`src/rtl/crop_window_sequencer.sv`:
```
// Front-end sequencer for the crop + Gaussian core: pulses ap_start, forwards only in-window raster pixels,
// then waits for ap_done. Optional macro CROP_RUNTIME_ORIGIN_EN adds clamped cfg_y1/cfg_x1 origin ports.
module crop_window_sequencer #(
    parameter int DATA_W   = 16,
    parameter int IN_ROWS  = 100,
    parameter int IN_COLS  = 160,
    parameter int OUT_ROWS = 48,
    parameter int OUT_COLS = 48,
    parameter int Y_1      = 10,
    parameter int X_1      = 10
) (
    input  logic                       ap_clk,
    input  logic                       ap_rst,
`ifdef CROP_RUNTIME_ORIGIN_EN
    input  logic [$clog2(IN_ROWS)-1:0] cfg_y1,
    input  logic [$clog2(IN_COLS)-1:0] cfg_x1,
`endif
    input  logic                       frame_go,
    output logic                       busy,
    output logic                       frame_done,
    input  logic [DATA_W-1:0]          s_tdata,
    input  logic                       s_tvalid,
    output logic                       s_tready,
    output logic [DATA_W-1:0]          m_tdata,
    output logic                       m_tvalid,
    input  logic                       m_tready,
    output logic                       core_ap_start,
    input  logic                       core_ap_done
);

    localparam int ROW_W = $clog2(IN_ROWS);
    localparam int COL_W = $clog2(IN_COLS);
    localparam logic [ROW_W:0]   ROW_SPAN = (ROW_W+1)'(OUT_ROWS - 1);
    localparam logic [COL_W:0]   COL_SPAN = (COL_W+1)'(OUT_COLS - 1);
    localparam logic [ROW_W-1:0] ROW_LAST = ROW_W'(IN_ROWS - 1);
    localparam logic [COL_W-1:0] COL_LAST = COL_W'(IN_COLS - 1);

    typedef enum logic [2:0] {
        S_IDLE   = 3'd0,
        S_START  = 3'd1,
        S_STREAM = 3'd2,
        S_DRAIN  = 3'd3,
        S_DONE   = 3'd4
    } state_t;

    state_t              r_state;
    state_t              w_next;
    logic [ROW_W-1:0]    r_row;
    logic [ROW_W-1:0]    r_y1;
    logic [ROW_W-1:0]    w_org_y1;
    logic [COL_W-1:0]    r_col;
    logic [COL_W-1:0]    r_x1;
    logic [COL_W-1:0]    w_org_x1;
    logic                r_done_latch;
    logic                r_m_tvalid;
    logic [DATA_W-1:0]   r_m_tdata;
    logic                w_s_tready;
    logic                w_accept;
    logic                w_in_win;
    logic                w_last_beat;

    if ((Y_1 + OUT_ROWS > IN_ROWS) || (X_1 + OUT_COLS > IN_COLS)) begin : g_bad_window
        $error("crop_window_sequencer: crop window does not fit inside the input image");
    end

`ifdef CROP_RUNTIME_ORIGIN_EN
    // Origins beyond the last legal window position are pulled back so the window stays inside the image.
    localparam logic [ROW_W-1:0] Y_MAX = ROW_W'(IN_ROWS - OUT_ROWS);
    localparam logic [COL_W-1:0] X_MAX = COL_W'(IN_COLS - OUT_COLS);
    assign w_org_y1 = (cfg_y1 > Y_MAX) ? Y_MAX : cfg_y1;
    assign w_org_x1 = (cfg_x1 > X_MAX) ? X_MAX : cfg_x1;
`else
    assign w_org_y1 = ROW_W'(Y_1);
    assign w_org_x1 = COL_W'(X_1);
`endif

    // Bounds are compared one bit wider so origin + span cannot wrap.
    assign w_in_win = ({1'b0, r_row} >= {1'b0, r_y1}) && ({1'b0, r_row} <= ({1'b0, r_y1} + ROW_SPAN)) &&
                      ({1'b0, r_col} >= {1'b0, r_x1}) && ({1'b0, r_col} <= ({1'b0, r_x1} + COL_SPAN));
    assign w_last_beat = (r_row == ROW_LAST) && (r_col == COL_LAST);
    assign w_accept    = s_tvalid && w_s_tready;
    assign s_tready    = w_s_tready;
    assign m_tvalid    = r_m_tvalid;
    assign m_tdata     = r_m_tdata;

    // State register.
    always_ff @(posedge ap_clk) begin
        if (ap_rst) begin
            r_state <= S_IDLE;
        end else begin
            r_state <= w_next;
        end
    end

    // Next-state and state-decoded control outputs.
    always_comb begin
        w_next        = r_state;
        busy          = 1'b1;
        frame_done    = 1'b0;
        core_ap_start = 1'b0;
        w_s_tready    = 1'b0;
        case (r_state)
            S_IDLE: begin
                busy = 1'b0;
                if (frame_go) begin
                    w_next = S_START;
                end else begin
                    w_next = S_IDLE;
                end
            end
            S_START: begin
                core_ap_start = 1'b1;
                w_next        = S_STREAM;
            end
            S_STREAM: begin
                w_s_tready = !r_m_tvalid || m_tready;
                if (s_tvalid && w_s_tready && w_last_beat) begin
                    w_next = S_DRAIN;
                end else begin
                    w_next = S_STREAM;
                end
            end
            S_DRAIN: begin
                if (!r_m_tvalid && r_done_latch) begin
                    w_next = S_DONE;
                end else begin
                    w_next = S_DRAIN;
                end
            end
            S_DONE: begin
                frame_done = 1'b1;
                w_next     = S_IDLE;
            end
            default: begin
                busy   = 1'b0;
                w_next = S_IDLE;
            end
        endcase
    end

    // Raster counters, crop origin, core-done latch and the output pixel register.
    always_ff @(posedge ap_clk) begin
        if (ap_rst) begin
            r_row        <= '0;
            r_col        <= '0;
            r_y1         <= '0;
            r_x1         <= '0;
            r_done_latch <= 1'b0;
            r_m_tvalid   <= 1'b0;
            r_m_tdata    <= '0;
        end else if (r_state == S_START) begin
            r_row        <= '0;
            r_col        <= '0;
            r_y1         <= w_org_y1;
            r_x1         <= w_org_x1;
            r_done_latch <= 1'b0;
        end else begin
            if (core_ap_done && (r_state != S_IDLE)) begin
                r_done_latch <= 1'b1;
            end
            if (w_accept) begin
                if (r_col == COL_LAST) begin
                    r_col <= '0;
                    r_row <= w_last_beat ? '0 : (r_row + 1'b1);
                end else begin
                    r_col <= r_col + 1'b1;
                end
            end
            if (w_accept && w_in_win) begin
                r_m_tdata  <= s_tdata;
                r_m_tvalid <= 1'b1;
            end else if (m_tready) begin
                r_m_tvalid <= 1'b0;
            end
        end
    end

endmodule

```
`config.mk`:
```
export PLATFORM = sky130hd
export DESIGN_NAME = crop_window_sequencer
export DESIGN_NICKNAME = d
export VERILOG_FILES = /design/src/rtl/crop_window_sequencer.sv
export SDC_FILE = /design/constraint.sdc
export NUM_CORES = 1
export LEC_CHECK = 0
export ABC_AREA = 1
export CORE_ASPECT_RATIO = 0.6
export CORE_UTILIZATION = 46
export DETAILED_ROUTE_END_ITERATION = 10
export PLACE_DENSITY = 0.84
export SLEW_MARGIN = 20
export SYNTH_ARGS = -nofsm -noshare
export SYNTH_HDL_FRONTEND = slang
export SYNTH_SLANG_ARGS = --single-unit
```
`constraint.sdc`:
```
create_clock -name ap_clk -period 2 [get_ports ap_clk]
set_input_delay 0.6 -clock ap_clk [delete_from_list [all_inputs] [get_ports ap_clk]]
set_output_delay 0.6 -clock ap_clk [all_outputs]
set_load 0.02 [all_outputs]
```
# After elaboration in Yosys (flattened, before gate mapping)
# Cells that the tools add are included.
# op_classes
bitwise_logic	1
muxes	12
eq_ne	6
n_lt_le_gt_ge	4
reduce_logical	20
addsub	4
# op_table
cell	count
4-bit by 6-bit adder with 7-bit output (second input constant)	2
3-bit one-hot mux with 4 select lines	1
1-bit logical AND	10
8-bit by 1-bit adder with 8-bit output (second input constant)	1
8-bit equality test (second input constant)	1
8-bit by 4-bit >= comparator with 1-bit output	1
8-bit by 7-bit less-or-equal comparator with 1-bit output	1
1-bit two-way mux	8
8-bit two-way mux	1
7-bit by 1-bit adder with 7-bit output (second input constant)	1
7-bit equality test (second input constant)	1
7-bit by 4-bit >= comparator with 1-bit output	1
7-bit less-or-equal comparator	1
7-bit two-way mux	1
3-bit by 2-bit equality test with 1-bit output (second input constant)	2
2-bit AND reduction	3
4-bit OR reduction	1
3-bit by 1-bit equality test with 1-bit output (second input constant)	1
3-bit equality test (second input constant)	1
3-bit logical NOT	1
3-bit two-way mux	1
3-bit nonzero test	1
2-bit nonzero test	1
2-bit OR reduction	1
3 further kinds	3
# totals
regBits	37
in_bits	22
out_inout_bits	21
elab_cells	54

# Depth between registers and ports, before layout
# Gate-level depths: netlist (run 1).
# depth
word_depth	8
depth_mapped	13

# Least setup slack after synthesis (run 1)
# OpenSTA, ideal clock, no wires.
# synth_path
kind	register to register
from	register r_y1[1] (netlist name)
to	register r_m_tdata[10] (netlist: m_tdata[10])
n_path_buf	1
required_time_ps	1887
path_slack_ps	237
path_stages_with_launch	12
arrival_ps	1650
synth_period_minus_slack_ps	1763
path_cell_list	dfxtp_1 -> inv_1 -> ha_1 -> nand2_1 -> inv_1 -> a21oi_1 -> nor2_1 -> nor2_4 -> buf_4 -> nand3_1 -> nand2_1 -> nor2_1
# synth_via
elab_chain_len	7
# synth_rtl
element	line_no	rtl
4-bit by 6-bit adder with 7-bit output	78	assign w_in_win = ({1'b0, r_row} >= {1'b0, r_y1}) && ({1'b0, r_row} <= ({1'b0, r_y1} + ROW_SPAN)) &&
7-bit less-or-equal comparator	78	
1-bit logical AND (2 in a row)	78	
1-bit logical AND (*)	79	({1'b0, r_col} >= {1'b0, r_x1}) && ({1'b0, r_col} <= ({1'b0, r_x1} + COL_SPAN));
1-bit logical AND (*)	169	if (w_accept && w_in_win) begin
2-bit AND reduction (no line) (*)	-	
end signal: assignment	170	r_m_tdata <= s_tdata;
end: declaration	56	logic [DATA_W-1:0] r_m_tdata;
# Mark *: on every way between the ends. The rest lies on a longest branch, timed or not.
# A chain may end at the register's enable or synchronous reset.

# Final worst setup path (run 1)
# layout_path
from	register r_state[0]
to	output port busy
# layout_via
elab_chain_len	3
# layout_rtl
element	line_no	rtl
start: declaration	46	state_t r_state;
start signal: assignment	91	r_state <= w_next;
3-bit by 1-bit equality test with 1-bit output, or another cell as far along	102	case (r_state)
4-bit OR reduction (no line) (*)	-	
1-bit two-way mux (*)	102	
end: declaration	19	output logic busy,
# Marks and branches as above.

==> results.py, run 1 <==
metrics = {
    "clock_tree": {
        "clkSinkCount": 37,
        "path_clk_slew_ps": 70,
        "tritoncts": "built",
        "htreeDepth": 2,
        "numCtsBuffers": 5,
        "hold_buffers": 0,
        "clock_latency_ps": 290,
        "clk_path_buf_depth": 2,
        "root_buffer": "clkbuf_8",
    },
    "logic_synthesis": {
        "yosysWarnings": 0,
        "syn_area_sq_um": 2140,
        "avgSynthCellArea_sq_um": 6.45,
        "synth_area_leaders": "dfxtp_1 (35%), nand2_1 (13%), nor2_1 (11%)",
        "synthSimpleGateAreaFrac": 0.385,
        "ys_ff_latch": 37,
        "ys_seq_area_frac": 0.347,
        "synthMuxAreaShare": 0,
        "synth.net_count": 365,
        "yosys.area.top_type": "dfxtp_1",
        "synth_top_family_by_area": "simple AND/OR/NAND/NOR gates",
        "yosys.area.top_type_share": 0.347,
        "synth_xor_xnor_area_share": 0.00410,
        "synth_cell_type_count": 29,
        "synthAdderAreaFrac": 0.0703,
        "synth_compound_area_frac": 0.0721,
        "synthCells": 331,
    },
    "critical_path": {
        "worstReg2RegEnd": "m_tdata[15]$_SDFFE_PP0P_",
        "worstPathMaxFanout": 4,
        "cp-end-kind": "output pin",
        "worstPathArrival_ps": 1300,
        "regToRegSetupSlack_ps": 100,
        "critical_path_class": "reg2out",
        "crit_start": "r_state[0]$_SDFF_PP0_",
        "start_kind": "flop",
        "reg2reg_depth": 12,
        "timing.rr.start": "r_y1[1]$_SDFFE_PP0P_",
        "cp.required_ps": 1400,
    },
    "placed_design": {
        "port_buffers": 42,
        "routabilityCongestion": 0.947,
        "dpl.cell_count": 442,
        "place_hpwl_um": 4350,
    },
    "floorplanning": {
        "io_pins": 43,
        "die_area_sq_um": 4930,
        "dieHeight_um": 54.8,
        "initial_core_util": 0.499,
        "core_area_sq_um": 4280,
        "die_x_um": 90.0,
        "floorplan.rows": 18,
    },
    "timing": {
        "finalClockSkew_ps": 6.80,
        "setup_tns_ps": 0,
        "final-setup-viol-count": 0,
        "layout_min_cycle_time_ps": 1900,
        "maxSlewViolCount": 0,
        "max_slew_margin": 0.757,
        "whs_ps": 469,
        "period_share": 0.950,
        "hold_viol_final": 0,
        "worstMarginPinSlew_ps": 362,
        "fmax_ghz": 0.526,
    },
    "drt": {
        "first_iter_violations": 180,
        "ant_nets": 0,
        "vias": 2221,
        "routed_wl_um": 5670,
        "viasPerCell": 4.94,
        "wl_per_cell_um": 12.6,
        "drc": 0,
        "dr.pass1.iters": 4,
    },
    "grt": {
        "grt_pass1_wl_um": 8960,
        "antenna_found_initial": 0,
        "gr-total-overflow": 0,
        "grt_max_degree": 18,
        "grt_usage": 0.240,
        "first_global_vias": 1978,
    },
    "final_layout": {
        "final_common_cell": "nand2_1",
        "fin_nets": 423,
        "layout-drive-gt1-share": 0.0974,
        "final_cell_mix": "nand2_1 (76), nor2_1 (62), inv_1 (53)",
        "stdcell_count": 450,
        "area_delta_synth_final_pct": 33.0,
        "diodes": 0,
        "nFillCells": 376,
    },
    "worst_hold_path": {
        "hp-start": "r_done_latch$_SDFFE_PP0P_",
        "hold_path_end": "r_state[2]$_SDFF_PP0_",
        "min_path_cells": 2,
        "hold_class": "reg2reg",
    },
    "power": {
        "peakVddDrop_v": 0.000402,
        "power_density_nw_per_um2": 631,
        "power.total_mw": 1.79,
        "p_leak_nw": 1.30,
    },
    "status": {
        "status": "complete, no violations",
    },
    "job": {
        "drv_cap": 0,
    },
}
-- critical path, cell delays in order, from the launching register on --
cell,delay (ps)
dfxtp_1,350
nor2_1,170
nand2_1,90
nand3b_1,90
clkdlybuf4s15_1,310
-- synth_stat cells --
cell,n
or2_0,1
o21ai_0,4
nand4_4,1
nor2_1,62
o31ai_1,1
nor3_1,2
nor4_1,1
inv_1,53
a211oi_1,2
buf_6,2
a31oi_1,2
buf_4,1
clkbuf_1,1
nand3_1,37
nand2_1,76
nand4_1,2
nor2_2,1
a21oi_2,1
xor2_1,1
dfxtp_1,37
nand3_2,1
nor2_4,3
a21oi_1,15
nand3b_1,1
o21ai_1,3
clkinv_1,1
nand2_2,1
ha_1,12
inv_2,6
-- sequential cells by signal (all words and copies together), names as in the netlist --
signal        cells
r_row             7
r_state           3
r_y1              1
r_col             8
m_tdata          16
m_tvalid          1
r_done_latch      1
-- final cells by class --
class	instances	area (sq um)	share of cell area
clock buffers	7	86.3	0.0304
clock inverters	1	30.0	0.0106
inverters	60	225	0.0793
multi-input cells	230	1140	0.401
flip-flops and latches	37	746	0.262
well taps	60	75.1	0.0264
repair buffers	55	539	0.190
-- per-stage QoR --
stage               utilization  area, sq um  setup WS (ps)
floorplan                     -         2140            237
global route              0.664         2840          -4.93
CTS                       0.661         2830           24.8
finish                    0.664         2840           99.9
global placement          0.636         2720           -476
detailed placement        0.636         2720           -469
-- where the power goes --
group / total, mW / internal, mW / switching (mW)
Clock: 0.679 / 0.407 / 0.273
Sequential: 0.784 / 0.763 / 0.0215
Combinational: 0.329 / 0.151 / 0.178
-- layer usage --
metal / vias to the layer above / global-route usage / share of wire
li1: 1149 / - / -
met3: 4 / 0.0639 / 0.078
met2: 85 / 0.392 / 0.44
met4: 0 / 0.0753 / 0.0051
met1: 983 / 0.316 / 0.48
met5: - / 0 / 0
-- worst max-delay path by stage --
stage,end,slack (ps),cells after the start
floorplan,m_tdata[10]$_SDFFE_PP0P_,240,11
CTS,m_tvalid,20,2
global route,m_tdata[11]$_SDFFE_PP0P_,-5,12
finish,busy,100,4
detailed placement,s_tready,-470,4
global placement,s_tready,-480,4
-- cells by family (layout without fill, tap and decap cells) --
group	after synthesis	in the layout
simple gates	189	189
buf+inv	64	123
flops	37	37
compound gates	28	28
fa+ha+maj	12	12
xor+xnor	1	1
-- what timing repair did --
item / CTS / global route
buffers inserted: 0 / 0
pin swaps: 0 / 0
endpoints found under the setup margin: 17 / 18
gates resized for setup: 10 / 5
Note: power is estimated with default switching activity, not from simulation.
==> inputs of run 2 (changes only) <==
- ABC_CLOCK_PERIOD_IN_PS: not set -> 2000
==> results of run 2 <==
Same layout as run 1: the final DEF is identical, and so are final timing and power.
